`src/rtl/alien_pkg.sv`:
```
// Shared definitions for the alien formation march controller.
// Latency: n/a (types, constants and a pure function only).
// Backpressure: n/a.
// Contents: FSM state enum, speed-level codes, step-period function.
package alien_pkg;

  typedef enum logic [1:0] {
    ST_IDLE  = 2'd0,
    ST_COUNT = 2'd1,
    ST_DRAW  = 2'd2,
    ST_OVER  = 2'd3
  } march_state_t;

  // speed_level codes: each level halves the step period.
  localparam logic [1:0] SPEED_4S     = 2'd0;
  localparam logic [1:0] SPEED_2S     = 2'd1;
  localparam logic [1:0] SPEED_1S     = 2'd2;
  localparam logic [1:0] SPEED_HALF_S = 2'd3;

  // Step period in clock cycles: (clk_freq * 4) >> level, 32-bit unsigned.
  function automatic logic [31:0] march_period(input logic [31:0] clk_freq,
                                               input logic [1:0]  level);
    logic [31:0] base;
    base = clk_freq << 2;
    return base >> level;
  endfunction

endpackage

```
`src/rtl/march_rate_div.sv`:
```
// Step-rate divider: down-counter that flags a tick when it reaches zero.
// Latency: tick is combinational from the count; a load takes effect next cycle.
// Backpressure: hold freezes the count and suppresses tick.
// Ports: clk, reset (sync, active-low), load (reload period-1), hold,
//        period (cycles per step), tick (count is zero and not held).
module march_rate_div (
  input  logic        clk,
  input  logic        reset,
  input  logic        load,
  input  logic        hold,
  input  logic [31:0] period,
  output logic        tick
);

  logic [31:0] count;

  always_ff @(posedge clk) begin
    if (!reset) begin
      count <= '0;
    end else if (load) begin
      count <= period - 32'd1;
    end else if (!hold && (count != 32'd0)) begin
      count <= count - 32'd1;
    end
  end

  // Count parks at zero after a tick; the owner holds or reloads it.
  assign tick = !hold && (count == 32'd0);

endmodule

```
`src/rtl/alien_march_ctrl.sv`:
```
// Alien formation march controller: steps the formation across and down.
// Latency: position updates on the tick edge; draw_en/game_over follow the state register (next cycle).
// Backpressure: draw_en is held until draw_done; the step timer is frozen meanwhile and while pause is high.
// Ports: clk, reset (sync, active-low), start, pause, speed_level[1:0], draw_done;
//        x_pos, y_pos, dir_right, draw_en, game_over, busy.
module alien_march_ctrl
  import alien_pkg::*;
#(
  parameter int CLOCK_FREQUENCY = 50000000,
  parameter int X_MAX           = 15,
  parameter int ROW_LIMIT       = 40,
  parameter int YW              = 6,
  localparam int XW             = $clog2(X_MAX + 1)
) (
  input  logic          clk,
  input  logic          reset,
  input  logic          start,
  input  logic          pause,
  input  logic [1:0]    speed_level,
  input  logic          draw_done,
  output logic [XW-1:0] x_pos,
  output logic [YW-1:0] y_pos,
  output logic          dir_right,
  output logic          draw_en,
  output logic          game_over,
  output logic          busy
);

  localparam logic [XW-1:0] X_TOP   = XW'(X_MAX);
  localparam logic [YW-1:0] Y_LIMIT = YW'(ROW_LIMIT);

  march_state_t  state, state_nxt;
  logic [XW-1:0] x_nxt;
  logic [YW-1:0] y_nxt;
  logic          dir_nxt;

  logic          load;
  logic          hold;
  logic          tick;
  logic [31:0]   period;

  // speed_level only matters at reload, so it is applied combinationally to load.
  assign period = march_period(32'(CLOCK_FREQUENCY), speed_level);
  assign load   = ((state == ST_IDLE) && start) || ((state == ST_DRAW) && draw_done);
  assign hold   = pause || (state != ST_COUNT);

  march_rate_div u_rate_div (
    .clk    (clk),
    .reset  (reset),
    .load   (load),
    .hold   (hold),
    .period (period),
    .tick   (tick)
  );

  always_ff @(posedge clk) begin
    if (!reset) begin
      state     <= ST_IDLE;
      x_pos     <= '0;
      y_pos     <= '0;
      dir_right <= 1'b1;
    end else begin
      state     <= state_nxt;
      x_pos     <= x_nxt;
      y_pos     <= y_nxt;
      dir_right <= dir_nxt;
    end
  end

  always_comb begin
    state_nxt = state;
    x_nxt     = x_pos;
    y_nxt     = y_pos;
    dir_nxt   = dir_right;
    case (state)
      ST_IDLE: begin
        if (start) state_nxt = ST_COUNT;
      end
      ST_COUNT: begin
        if (tick) begin
          if (dir_right && (x_pos != X_TOP)) begin
            x_nxt = x_pos + XW'(1);
          end else if (!dir_right && (x_pos != '0)) begin
            x_nxt = x_pos - XW'(1);
          end else begin
            // At an edge: drop one row and reverse, column unchanged.
            y_nxt   = y_pos + YW'(1);
            dir_nxt = !dir_right;
          end
          state_nxt = (y_nxt == Y_LIMIT) ? ST_OVER : ST_DRAW;
        end
      end
      ST_DRAW: begin
        if (draw_done) state_nxt = ST_COUNT;
      end
      ST_OVER: begin
        state_nxt = ST_OVER;
      end
      default: state_nxt = ST_IDLE;
    endcase
  end

  assign draw_en   = (state == ST_DRAW);
  assign game_over = (state == ST_OVER);
  assign busy      = (state != ST_IDLE);

endmodule

```
`config.mk`:
```
export PLATFORM = sky130hd
export DESIGN_NAME = alien_march_ctrl
export DESIGN_NICKNAME = d
export VERILOG_FILES = /design/src/rtl/alien_pkg.sv /design/src/rtl/march_rate_div.sv /design/src/rtl/alien_march_ctrl.sv
export SDC_FILE = /design/constraint.sdc
export NUM_CORES = 1
export LEC_CHECK = 0
export CELL_PAD_IN_SITES_DETAIL_PLACEMENT = 0
export CELL_PAD_IN_SITES_GLOBAL_PLACEMENT = 1
export CORE_MARGIN = 3
export CORE_UTILIZATION = 47
export CTS_CLUSTER_DIAMETER = 60
export DETAILED_ROUTE_END_ITERATION = 8
export PLACE_DENSITY = 0.81
export SYNTH_ARGS = -nofsm -noshare
export SYNTH_HDL_FRONTEND = slang
export SYNTH_SLANG_ARGS = --single-unit
```
`constraint.sdc`:
```
create_clock -name clk -period 8.4 [get_ports clk]
set_clock_uncertainty 0.15 [all_clocks]
set_input_delay 0.84 -clock clk [delete_from_list [all_inputs] [get_ports clk]]
set_output_delay 0.84 -clock clk [all_outputs]
set_load 0.02 [all_outputs]
```
# Word-level counts from Yosys, hierarchy flattened
# Cells that the tools add are included.
# word_totals
reg_bits,45
input_bits,7
output_inout_bits,14
# classes
add_sub_neg,5
n_eq_ne,9
n_shift,1
muxes,13
bitwise,2
reduce_logical,21
# op_table
cell,n
32-bit 2-to-1 mux,2
"32-bit by 1-bit subtractor with 32-bit output, second input constant",2
32-bit zero test,1
32-bit nonzero test,1
"28-bit by 2-bit right shift with 32-bit output, first input constant",1
6-bit 2-to-1 mux,4
4-bit 2-to-1 mux,2
2-bit one-hot mux with 4 select lines,1
"6-bit by 1-bit adder with 6-bit output, second input constant",1
"6-bit == test, second input constant",1
1-bit logical AND,6
2-bit 2-to-1 mux,3
"2-bit != test, second input constant",3
3-bit AND reduction,2
2-bit nonzero test,3
"4-bit by 1-bit adder with 4-bit output, second input constant",1
"2-bit == test, second input constant",2
"4-bit != test, second input constant",1
4-bit AND reduction,1
4-bit nonzero test,1
"4-bit by 1-bit subtractor with 4-bit output, second input constant",1
"2-bit by 1-bit == test with 1-bit output, second input constant",1
1-bit zero test,2
2-bit zero test,1
other kinds (5),7

# Depth between registers and ports, before layout
# logic_depth
word_depth,10
depth_mapped,13

# Cells and area by module
# A second synthesis with hierarchy kept.
# unflattened
hier_cells,432
area_unflattened_um2,3497.1
# by_module_without_submodules
module,instances,cells_per_inst,area_each_um2,seq_area_each_um2
march_rate_div,1,335,2655.0,640.6
alien_march_ctrl,1,97,842.1,260.2

# Worst setup path before layout
# No wires, ideal clock.
# synth_timing
kind,input port to flip-flop
from,input port draw_done
to,register u_rate_div.count[24]
setup_ps,86
t_arrival_ps,3873
t_required_ps,8164
setup_slack_ps,4291
cell_stages,13
cell_sequence,mux2i_1 or2_2 clkbuf_1 clkbuf_1 buf_1 nand2_1 ha_1 nor3b_1 nand3_1 or4_4 or3b_1 o21a_1 a221oi_2
# synth_via
elab_chain_len,3
elab_cells_between_ends,4
# synth_rtl
item,line_no,text
from (decl),alien_march_ctrl.sv:20,"input logic draw_done,"
1-bit logical AND (*),alien_march_ctrl.sv:44,assign load = ((state == ST_IDLE) && start) || ((state == ST_DRAW) && draw_done);
1-bit logical OR (*),alien_march_ctrl.sv:44,
32-bit 2-to-1 mux or 2-bit nonzero test (tied branches),-,
to (signal assigned),march_rate_div.sv:21,count <= period - 32'd1;
to (signal assigned),march_rate_div.sv:23,count <= count - 32'd1;
to (decl),march_rate_div.sv:15,logic [31:0] count;
# Every way passes the cells marked *; elsewhere a longest branch is shown, timed or not.
# A chain may end at the register's enable or synchronous reset.

# Worst setup path in the final report
# Same ends and word-level chain as after synthesis.

==> qor.yml <==
final_layout:
  final_nets: 337
  filler_cell_count: 499
  area_delta_synth_final_pct: 12.36
  drive_gt1_frac: 0.05215
  multi_input_area_sq_um: 1556
  final-seq-area_sq_um: 900.9
  antenna_cells: 0
critical_path:
  cp-startpoint: "draw_done"
  path_cells: "clkdlybuf4s50_1 -> mux2i_1 -> or2_2 -> nand2_1 -> ha_1 -> nor3b_1 -> nand3_1 -> or4_4 -> or3b_1 -> o21a_1 -> a221oi_2"
  cp_slowest_cell: "or2_2"
  worst_setup_path_start_kind: "primary input"
  reg2reg_slack_ps: 4480
  critPathArrivalTime_ps: 4470
  r2r-start: "state[1]"
  cp-end-kind: "flop"
  worstPathMaxFanout: 38
  crit_required_ps: 8460
  path_buf_inv: 1
  critical-path-max-stage-delay_ps: 570
  critPathKind: "primary input to flop"
  critical_path.top_delay_family: "simple AND/OR/NAND/NOR gates"
placed_design:
  port_buffers: 20
  dp_hpwl_mm: 4.235
  gp_congestion: 0.8838
synthesis:
  synth_top_cell_area_share: 0.3545
  synth_edf_count: 0
  ys.flop_type: "dfxtp_1"
  synth_cell_types: 53
  seq_area_frac_synth: 0.3545
  synth.ff_latch_count: 45
  yosysMostFrequentCell: "dfxtp_1"
  postSynthAreaPerCell_sq_um: 8.119
  synth_top_cell_by_area: "dfxtp_1"
  synth_area_sq_um: 2541
  synth_warnings: 0
  synthesis.nets: 325
  synthTopCellsByCount: "45 x dfxtp_1, 35 x nor2_1, 27 x nand2_1, 25 x a21oi_1, 19 x xnor2_1"
  netlist_instances: 313
  ys_async_sr_fraction: 0
  synth.area.top_cells: "dfxtp_1 35%, xnor2_1 6.5%, nor2_1 5.2%"
power:
  p_sw_uw: 133.4
  clockPowerShare: 0.289
  power.internal_uw: 315.9
  combinationalPowerShare: 0.182
  p_seq_frac: 0.528
  sw_frac_of_total: 0.2969
  power.density_nw_per_um2: 157.4
  worst_ir_drop_vdd_mv: 0.08317
  power_uw: 449.3
  cellLeakagePower_nw: 0.9598
run:
  drv_cap: 0
cts:
  cts_tree: "done"
  hold_buffers: 0
  htreeDepth: 2
  postCtsSetupBuffers: 0
  path_clk_slew_ps: 80
  numCtsBuffers: 5
  clockBufferDepth: 2
  clock_latency_ps: 300
  cts-root-buf: "clkbuf_8"
  post_cts_resized: 0
  cts_num_sinks: 45
floorplan:
  die_x_um: 79.53
  fp.dieArea_sq_um: 6325
  fp-row-count: 26
  num_io_pins: 21
  die_y_um: 79.53
  initial_utilization: 0.4913
  core-area_sq_um: 5172
worst_hold_path:
  holdCritStartpoint: "u_rate_div.count[31]"
  min_path_type: "flop to flop"
timing:
  max_freq_mhz: 227.1
  drv_slew: 0
  layout_min_cycle_time_ps: 4403
  setup_violations: 0
  tns_ps: 0
  post-route-period-util: 0.5241
  rsz0062_at_grt: "false"
  tightest_slew_ps: 997.8
  slew_headroom: 0.3323
  hold_viol: 0
outcome:
  outcome: "finished clean"
drt:
  wl_per_cell_um: 15.49
  first_pass_iters: 4
  drcViolationCount: 0
  wl_mm: 6.134
  drtIter0Drc: 141
  vias: 2319
  vias_per_cell: 5.856
  ant_nets: 0
global_routing:
  grt_max_degree: 39
  antenna_found_initial: 0
  grt_pass1_wl_mm: 10.75
  first_global_vias: 2191
  track_usage: 0.2152
  grt-ovfl-total: 0
routing by layer:
metal / vias to the layer above / GRT usage / part of all wire
li1: 1169 / - / -
met3: 13 / 0.03950 / 0.031
met5: - / 0 / 0
met4: 0 / 0.06701 / 0.017
met2: 45 / 0.3356 / 0.46
met1: 1092 / 0.3004 / 0.49
worst min-delay path, delay by kind of cell, from the launching register on:
| family | cells | cell delay, ps |
|---|---|---|
| DFF | 1 | 330 |
| and+or+nand+nor | 1 | 60 |
| AOI/OAI and AO/OA | 1 | 40 |
layout make-up:
| class | count | share of cell area |
|---|---|---|
| Clock buffer | 8 | 0.02805 |
| Inverter | 4 | 0.005259 |
| Multi-Input combinational cell | 247 | 0.5451 |
| Sequential cell | 45 | 0.3155 |
| Tap cell | 70 | 0.03067 |
| Timing Repair Buffer | 22 | 0.07537 |
cells in the final DEF, fill, tap and decap left out, types with 2 or more instances in the layout:
cell	Yosys	layout
dfxtp_1	45	45
nor2_1	35	35
nand2_1	27	27
a21oi_1	25	25
clkdlybuf4s50_1	0	20
xnor2_1	19	19
nor3_1	16	16
xor2_1	12	12
nor4_1	11	11
o21ai_0	11	11
nand3_1	10	10
or3_1	9	9
a211oi_1	8	8
or4_1	5	5
clkbuf_8	0	5
mux2i_1	4	4
nand4_1	4	4
ha_1	4	4
nand2b_1	3	3
o211ai_1	3	3
inv_1	3	3
clkbuf_1	13	3
or2_2	2	2
and4_1	2	2
and2_1	2	2
or4_4	2	2
nor3b_1	2	2
a221oi_1	2	2
a31oi_1	2	2
nor4_2	2	2
a22oi_1	2	2
o21ai_1	2	2
o31ai_1	3	2
buf_4	0	2
registers in the layout (all words and copies together) (netlist names):
signal,flops
dir_right,1
state,2
u_rate_div.count,32
x_pos,4
y_pos,6
power by group through the flow:
| stage | logic, mW | registers (mW) | clock network (mW) |
|---|---|---|---|
| after floorplan | 0.0647 | 0.239 | 0 |
| after global placement | 0.0820 | 0.242 | 0 |
| after detailed placement | 0.0815 | 0.242 | 0 |
| after CTS | 0.0820 | 0.237 | 0.134 |
| after global routing | 0.0921 | 0.239 | 0.142 |
| final | 0.0820 | 0.237 | 0.130 |
cells by family after synthesis:
group | after synthesis | share of synthesized area
xor gates and xnor gates | 31 | 0.1068
adders and majority gates | 5 | 0.02757
muxes | 4 | 0.01576
AOI/OAI and AO/OA | 69 | 0.1733
DFF | 45 | 0.3545
and+or+nand+nor | 138 | 0.2871
buffers and inverters | 21 | 0.03496
worst paths after layout:
check | to | cells after the start
worst max-delay path | u_rate_div.count[24] | 11
worst min-delay path | u_rate_div.count[31] | 2
worst max register to register | u_rate_div.count[24] | 10
worst min register to register | u_rate_div.count[31] | 2
stage by stage:
step | setup slack (ps) | std cells | area, sq um | hold WS [ps] | util
floorplan | 4291 | 313 | 2541 | 274.0 | -
global placement | 3818 | 388 | 2775 | 295.5 | 0.5365
detailed placement | 3705 | 388 | 2775 | 291.4 | 0.5365
CTS | 4020 | 396 | 2855 | 308.3 | 0.5520
global route | 3735 | 396 | 2855 | 333.8 | 0.5520
finish | 3997 | 396 | 2855 | 310.9 | 0.5520
(Power assumes the default switching activity.)
